$ cat src/rtl/operand_sequencer.sv
// Register-file operand sequencer that fetches two operands, drives an external ALU and writes back. Optional OPSEQ_ZERO_REG_EN hardwires R0 to zero.
// Latency: handshake at T, alu_en at T+2, done at T+3, ready again at T+4; instr_ready drops while busy or while ld_en is asserted.
module operand_sequencer (
   input  logic        clk,
   input  logic        reset_n,
   input  logic        instr_valid,
   output logic        instr_ready,
   input  logic [15:0] instr,
   input  logic        ld_en,
   input  logic [3:0]  ld_addr,
   input  logic [31:0] ld_data,
   input  logic [3:0]  dbg_addr,
   output logic [31:0] dbg_data,
   output logic        alu_en,
   output logic [2:0]  alu_ctrl,
   output logic [31:0] alu_a,
   output logic [31:0] alu_b,
   input  logic [31:0] alu_result,
   input  logic        alu_v,
   input  logic        alu_c,
   input  logic        alu_n,
   input  logic        alu_z,
   output logic [3:0]  flags,
   output logic        done,
   output logic        busy
);

   typedef enum logic [1:0] {S_IDLE, S_READ, S_EXEC, S_WB} state_t;

   state_t      state;
   logic [31:0] rf [16];
   logic [2:0]  ir_op;
   logic [3:0]  ir_rd;
   logic [3:0]  ir_rs1;
   logic [3:0]  ir_rs2;
   logic [31:0] rs1_val;
   logic [31:0] rs2_val;
   logic        op_live;
   logic        ld_we;
   logic        wb_we;
   logic        unused_instr_bit;

   assign unused_instr_bit = instr[0];

   // NOP and the undefined opcode walk the FSM without touching the ALU, RF or flags
   assign op_live = (ir_op != 3'b000) && (ir_op != 3'b111);

`ifdef OPSEQ_ZERO_REG_EN
   assign dbg_data = (dbg_addr == 4'd0) ? 32'd0 : rf[dbg_addr];
   assign rs1_val  = (ir_rs1 == 4'd0)   ? 32'd0 : rf[ir_rs1];
   assign rs2_val  = (ir_rs2 == 4'd0)   ? 32'd0 : rf[ir_rs2];
   assign ld_we    = (state == S_IDLE) && ld_en && (ld_addr != 4'd0);
   assign wb_we    = (state == S_WB) && op_live && (ir_rd != 4'd0);
`else
   assign dbg_data = rf[dbg_addr];
   assign rs1_val  = rf[ir_rs1];
   assign rs2_val  = rf[ir_rs2];
   assign ld_we    = (state == S_IDLE) && ld_en;
   assign wb_we    = (state == S_WB) && op_live;
`endif

   assign instr_ready = reset_n && (state == S_IDLE) && !ld_en;
   assign busy        = (state != S_IDLE);

   always_ff @(posedge clk or negedge reset_n) begin
      if (!reset_n) begin
         state    <= S_IDLE;
         ir_op    <= 3'd0;
         ir_rd    <= 4'd0;
         ir_rs1   <= 4'd0;
         ir_rs2   <= 4'd0;
         alu_a    <= 32'd0;
         alu_b    <= 32'd0;
         alu_ctrl <= 3'd0;
         alu_en   <= 1'b0;
         done     <= 1'b0;
         flags    <= 4'd0;
         for (int i = 0; i < 16; i++) rf[i] <= 32'd0;
      end else begin
         case (state)
            S_IDLE: begin
               if (ld_we) rf[ld_addr] <= ld_data;
               if (instr_valid && instr_ready) begin
                  ir_op  <= instr[15:13];
                  ir_rd  <= instr[12:9];
                  ir_rs1 <= instr[8:5];
                  ir_rs2 <= instr[4:1];
                  state  <= S_READ;
               end
            end
            S_READ: begin
               alu_a    <= rs1_val;
               alu_b    <= rs2_val;
               alu_ctrl <= ir_op;
               alu_en   <= op_live;
               state    <= S_EXEC;
            end
            S_EXEC: begin
               alu_en <= 1'b0;
               done   <= 1'b1;
               state  <= S_WB;
            end
            S_WB: begin
               // operands were latched in READ, so rd aliasing rs1/rs2 is harmless here
               if (wb_we) rf[ir_rd] <= alu_result;
               if (op_live) flags <= {alu_n, alu_z, alu_c, alu_v};
               done  <= 1'b0;
               state <= S_IDLE;
            end
            default: state <= S_IDLE;
         endcase
      end
   end

endmodule

$ cat config.mk
export PLATFORM = sky130hd
export DESIGN_NAME = operand_sequencer
export DESIGN_NICKNAME = d
export VERILOG_FILES = /design/src/rtl/operand_sequencer.sv
export SDC_FILE = /design/constraint.sdc
export NUM_CORES = 1
export LEC_CHECK = 0
export BUFFER_PORTS_ARGS = -buffer_cell sky130_fd_sc_hd__buf_2
export CORE_MARGIN = 4
export CORE_UTILIZATION = 35
export DETAILED_ROUTE_END_ITERATION = 6
export PLACE_DENSITY_LB_ADDON = 0.12
export SLEW_MARGIN = 30
export SYNTH_ARGS = -nofsm -noshare
export SYNTH_HDL_FRONTEND = slang
export SYNTH_SLANG_ARGS = --single-unit
$ cat constraint.sdc
create_clock -name clk -period 2.53 [get_ports clk]
set_input_delay 0.1265 -clock clk [delete_from_list [all_inputs] [get_ports clk]]
set_output_delay 0.1265 -clock clk [all_outputs]
set_load 0.05 [all_outputs]
======== After elaboration in Yosys (flattened, before gate mapping) ========
Index checks and enable logic that the tools add are counted.
word-level totals
  output and inout port bits .............. 107
  input bits .............................. 96
  logic and storage cells ................. 86
  register bits ........................... 602
operators by class
  multiplexer cells ....................... 22
  magnitude comparators ................... 7
  reduce and logical (&&, ||, !) cells .... 18
  equality and inequality tests ........... 7
  bitwise gates (word level) .............. 5
operator list
  cell                                                                           count
  512-bit bitwise mux                                                            2
  512-bit two-way mux                                                            2
  512-bit one-hot mux with 2 select lines                                        1
  32-bit binary-select mux with 4-bit select                                     3
  32-bit demux with 4-bit select                                                 2
  32-bit two-way mux                                                             8
  5-bit >= comparator (second input constant)                                    5
  4-bit NOT with 5-bit output                                                    5
  5-bit by 1-bit less-than comparator with 1-bit output (second input constant)  2
  1-bit logical AND                                                              8
  2-bit one-hot mux with 4 select lines                                          1
  2-bit nonzero test                                                             4
  2-bit equality test (second input constant)                                    2
  2-bit != test (second input constant)                                          2
  1-bit one-hot mux with 2 select lines                                          2
  2-bit AND reduction                                                            2
  3-bit != test (second input constant)                                          1
  3-bit AND reduction                                                            1
  3-bit nonzero test                                                             1
  2-bit by 1-bit equality test with 1-bit output (second input constant)         1
  2-bit logical NOT                                                              1
  2-bit two-way mux                                                              1
  2-bit by 1-bit != test with 1-bit output (second input constant)               1
  1-bit logical NOT                                                              1

======== Longest topological paths before layout ========
  depth after elaboration ................. 8
  gate-level depth with buffers ........... 9

======== Least setup slack after synthesis ========
OpenSTA, ideal clock, no wires.
  path type ............................... register to register
  start point ............................. register state[0]
  end point ............................... register ir_rs1[1]
  path slack .............................. -0.031 ns
  data required time ...................... 2.402 ns
  arrival time ............................ 2.433 ns
  cell stages (with the launch flop) ...... 9
  setup time .............................. 0.128 ns
  cell sequence ........................... dfrtp_1 inv_1 ha_1 buf_2 buf_2 and3b_1 nand3_1 buf_2 mux2_1
on the way
  cells in the longest elaborated chain, start to end .. 5
ends and longest elaborated chain
  element                               RTL line  RTL
  start, declared                       30        state_t state;
  start signal, assigned                67        state <= S_IDLE;
  start signal, assigned                88        state <= S_READ;
  start signal, assigned                96        state <= S_EXEC;
  2-bit logical NOT                     62        assign instr_ready = reset_n && (state == S_IDLE) && !ld_en;
  1-bit logical AND (2 in a row)        62
  net instr_ready                       7         output logic instr_ready,
  1-bit logical AND                     83        if (instr_valid && instr_ready) begin
  2-bit AND reduction (no source line)  -
  end signal, assigned                  86        ir_rs1 <= instr[8:5];
  end, declared                         34        logic [3:0] ir_rs1;
The timed path passes the listed nets, and every way through them passes these cells.
A chain may end at the register's enable or synchronous reset.

======== Final worst setup path ========
  start point ............................. register rf[150] in the netlist's numbering
  end point ............................... output dbg_data[22]
on the way
  cells in the longest elaborated chain, start to end .. 3
ends and longest elaborated chain
  element                                                RTL line  RTL
  start, declared                                        31        logic [31:0] rf [16];
  start signal, assigned by index                        82        if (ld_we) rf[ld_addr] <= ld_data;
  start signal, assigned by index                        105       if (wb_we) rf[ir_rd] <= alu_result;
  32-bit binary-select mux with 4-bit select             55        assign dbg_data = rf[dbg_addr];
  32-bit two-way mux (not written as such) (2 in a row)  55
  end, declared                                          13        output logic [31:0] dbg_data,
No other way between the ends. The select of a mux whose other input is x is not followed.

==> results <==
- The post-route minimum period is 2.488 ns.
- In the global route stage, overall resource usage came out at 30.40%.
- The width of the die is 340.9 microns.
- The total I/O pin count is 203.
- A synthesized cell averages 13.42 sq um.
- For met2 alone, demand over resource in global routing was 46.48%.
- The layout cell share with drive strength beyond 1 is 37.70%.
- The core footprint is 109500 sq um.
- The number of nets in the synthesized netlist is 2991.
- The clock passes through at most 3 buffers.
- The area of the mapped netlist is 38790 sq um.
- The final cycle utilization of the critical path is 98.32%.
- The maximum vdd drop is 0.6067 mV.
- The detailed router finished its first iteration with 3853 violations.
- The kind of critical path is flip-flop to output port.
- The clock reaches the later pin of the worst-skew pair after 0.65 ns.
- Entering global routing, the biggest net connects 134 pins.
- Clock tree synthesis found a total of 602 sinks.
- The routability congestion estimate from global placement is 0.8309.
- The checks that failed: DRC.
- The number of global-route vias before repair is 32420.
- After detailed routing, the number of vias per cell comes to 7.002.
- The cell taking the most area after synthesis is sky130_fd_sc_hd__dfrtp_1.
- The worst path required time is 2.40 ns.
- For this run, global-route usage on met1 was measured as 39.55%.
- The count of warnings emitted by yosys is 0.
- Fill cells in the final layout number 10040.
- The worst setup margin is 0.04238 ns.
- Across the run, the number of max-cap violations was 0.
- The total count of max-transition violations in the final report is 0.
- The most common cell in the synthesized netlist is sky130_fd_sc_hd__o22ai_1.
- The initial antenna violation count is 5.
- Summed over all layers, the routed wires come to 181200 microns.
- At the pin with the least slew margin, the transition time is 1.002 ns.
- Setup repair after global routing left no endpoint under its margin.
- In the post-synthesis netlist, the biggest area contributors are sky130_fd_sc_hd__dfrtp_1 39%, sky130_fd_sc_hd__mux4_2 24%, sky130_fd_sc_hd__mux2_1 13%.
- The sequential cells in the finished layout cover a total of 15090 sq um.
- The flip-flop and latch count after synthesis is 602.
- The first-pass iteration count of the detailed router is 7.
- Summing the sequential cell areas from Yosys gives 38.83% of the chip area.
- In this run the tightest slew margin relative to its limit is 33.19%.
- The count of mapped cells out of synthesis is 2890.
- The distinct cell type count after synthesis is 36.
- Input and output buffers added on the ports amount to 201.
- The synthesized design devotes to its leading area cell type 38.83% of total area.
- The worst setup path is captured at an output port.
- Summed over all nets, the half-perimeter wirelength after detailed placement is 99120 microns.
- The floorplan row count is 121.
- The clock tree from TritonCTS is yes.
- The die outline area is 116200 sq um.
- The clock-pin transition on the worst setup and hold timing paths is 0.06 ns.
- Summing over every cut layer, the via total after detailed routing is 31760.
- The number of nets in the layout is 3099.
- Among all flip-flop cells after synthesis, the most frequent one is sky130_fd_sc_hd__dfrtp_1.
- The peak clock frequency supported by timing is 402.0 MHz.
- The average wire per standard cell is 39.95 microns.
- The tree is rooted in a sky130_fd_sc_hd__clkbuf_16.
- The wire length of the first global-routing pass is 252800 microns.
- In this run the worst path has a maximum fanout of 4.
- The worst-case hold slack is 0.08270 ns.
- The die span in y is 340.9 microns.
- The run finished, with violations left.
- For this configuration, the core starts out at a cell density of 35.44%.
- Summed over all cells, the static leakage comes to 19.26 nW.
- For this run the aggregate overflow at the end of global routing stands at 0.
- The cell area power density is 974.7 nW/um^2.
- The final number of setup-violating endpoints is 0.
- The startpoint type of the worst setup path is a flip-flop.
- In the synthesized netlist the async set-or-reset flop fraction comes to 100.0%.
- The footprint of the multi-input gates is 22120 sq um.
- OpenSTA, run right after detailed placement, puts the worst setup slack at -0.02189 ns.
- The count of nets left with antenna violations after detail routing is 0.
- The worst-case clock skew is 0.02284 ns.
- The global routing met3 resource utilization is 8.684%.
- The commonest cells after synthesis are 640 x sky130_fd_sc_hd__o22ai_1, 602 x sky130_fd_sc_hd__dfrtp_1, 464 x sky130_fd_sc_hd__mux2_1.
- In the routed design, unresolved DRC markers number 1.
- At the worst endpoint, the arrival time is 2.36 ns.
- The hold violation total from the final report is 0.
- The peak-usage layer in the global routing report is met2.
- The kind of path behind the tightest hold check is input port to flip-flop.
- The total clock buffers created by CTS is 74.
- The H-tree was split into 3 levels.
- The area growth from synthesis to layout is 17.46%.
- The synthesized design contains 0 enable-type register cells.
## power breakdown
part	switching (W)	leakage [nW]	internal, W
sequential	0.00190	8.20	0.0112
combinational	0.0129	9.82	0.00723
clock	0.00457	1.25	0.00658
## state kept, by name (all words and copies together) (netlist names)
signal and cells:
alu_a 32, alu_b 32, alu_ctrl 3, alu_en 1, done 1, flags 4
ir_op 3, ir_rd 4, ir_rs1 4, ir_rs2 4, rf 512, state 2
## worst paths after layout
check | start | end | slack, ns | depth (start not counted)
min | ld_data[25] | rf[313] | 0.08 | 5
min in group asynchronous | reset_n | rf[199] | 0.22 | 3
max in group asynchronous | reset_n | rf[225] | 1.30 | 3
min reg2reg | flags[1] | flags[1] | 0.50 | 1
max | rf[150] | dbg_data[22] | 0.04 | 3
max reg2reg | state[0] | rf[454] | 0.05 | 11
## worst max-delay path, cell delays in order, from the launching register on
cell                      delay (ns)
sky130_fd_sc_hd__dfrtp_1        0.43
sky130_fd_sc_hd__mux4_2         0.49
sky130_fd_sc_hd__mux4_2         0.57
sky130_fd_sc_hd__buf_4          0.23
## logic make-up after synthesis
kind of cell / after synthesis / share of synthesized area [%]
adders and majority gates: 5 / 0.1613
buffers and inverters: 409 / 4.716
AOI/OAI and AO/OA: 723 / 11.87
DFF: 602 / 38.83
muxes: 1015 / 42.12
and+or+nand+nor: 136 / 2.300
## per-stage QoR
| stage | instances | setup TNS [ns] | power, W | utilization [%] | area [sq um] |
|---|---|---|---|---|---|
| after floorplan | 2890 | 0 | 0.02502 | - | 38790 |
| after global placement | 4361 | -83.93 | 0.03255 | 38.86 | 42530 |
| after detailed placement | 4363 | -0.1626 | 0.03299 | 38.91 | 42590 |
| after CTS | 4524 | -0.01491 | 0.04426 | 41.49 | 45410 |
| after global routing | 4534 | 0 | 0.04582 | 41.62 | 45560 |
| final | 4536 | 0 | 0.04441 | 41.63 | 45560 |
## final cells by class
cell class	instances	share of cell area, %
clock buffers	107	4.844
well taps	1476	4.053
flip-flops and latches	602	33.11
clock inverters	27	0.6591
multi-input cells	1879	48.56
repair buffers	437	8.721
diodes	4	0.02197
inverters	4	0.03295
## layout by cell type (no fill, tap or decap), types with 3 or more instances in the layout
cell type,n
sky130_fd_sc_hd__mux2_4,60
sky130_fd_sc_hd__nand4bb_1,14
sky130_fd_sc_hd__a21oi_1,64
sky130_fd_sc_hd__buf_6,3
sky130_fd_sc_hd__buf_2,194
sky130_fd_sc_hd__inv_1,4
sky130_fd_sc_hd__buf_4,131
sky130_fd_sc_hd__nand4b_1,5
sky130_fd_sc_hd__clkbuf_8,22
sky130_fd_sc_hd__inv_6,4
sky130_fd_sc_hd__mux4_2,416
sky130_fd_sc_hd__dfrtp_4,6
sky130_fd_sc_hd__nand4bb_2,6
sky130_fd_sc_hd__bufinv_16,5
sky130_fd_sc_hd__nor2_1,4
sky130_fd_sc_hd__clkinv_2,15
sky130_fd_sc_hd__nand2_2,11
sky130_fd_sc_hd__dfrtp_1,596
sky130_fd_sc_hd__nand3_2,8
sky130_fd_sc_hd__diode_2,4
sky130_fd_sc_hd__o31ai_4,16
sky130_fd_sc_hd__dlygate4sd3_1,23
sky130_fd_sc_hd__mux2_1,464
sky130_fd_sc_hd__or4b_2,4
sky130_fd_sc_hd__clkbuf_16,78
sky130_fd_sc_hd__clkbuf_1,11
sky130_fd_sc_hd__nor2b_1,4
sky130_fd_sc_hd__buf_16,3
sky130_fd_sc_hd__nand2_1,34
sky130_fd_sc_hd__mux2_2,75
sky130_fd_sc_hd__buf_12,76
sky130_fd_sc_hd__nand2b_1,32
sky130_fd_sc_hd__o22ai_1,640
## repair_timing
action                                 4_1_cts  5_1_grt
pin swaps                                    1        4
endpoints found under the hold margin      623        0
hold buffers                                23        0
resized for setup                            4        8
cloned                                       2        3
setup endpoints to repair                  131      165
setup buffers                                2        5
## routing by layer
| layer | wire length [microns] | up-vias |
|---|---|---|
| met1 | 70260 | 16980 |
| li1 | - | 12010 |
| met2 | 80870 | 2232 |
| met5 | 0 | - |
| met4 | 10750 | 0 |
| met3 | 19340 | 537 |
(Power assumes the default switching activity.)
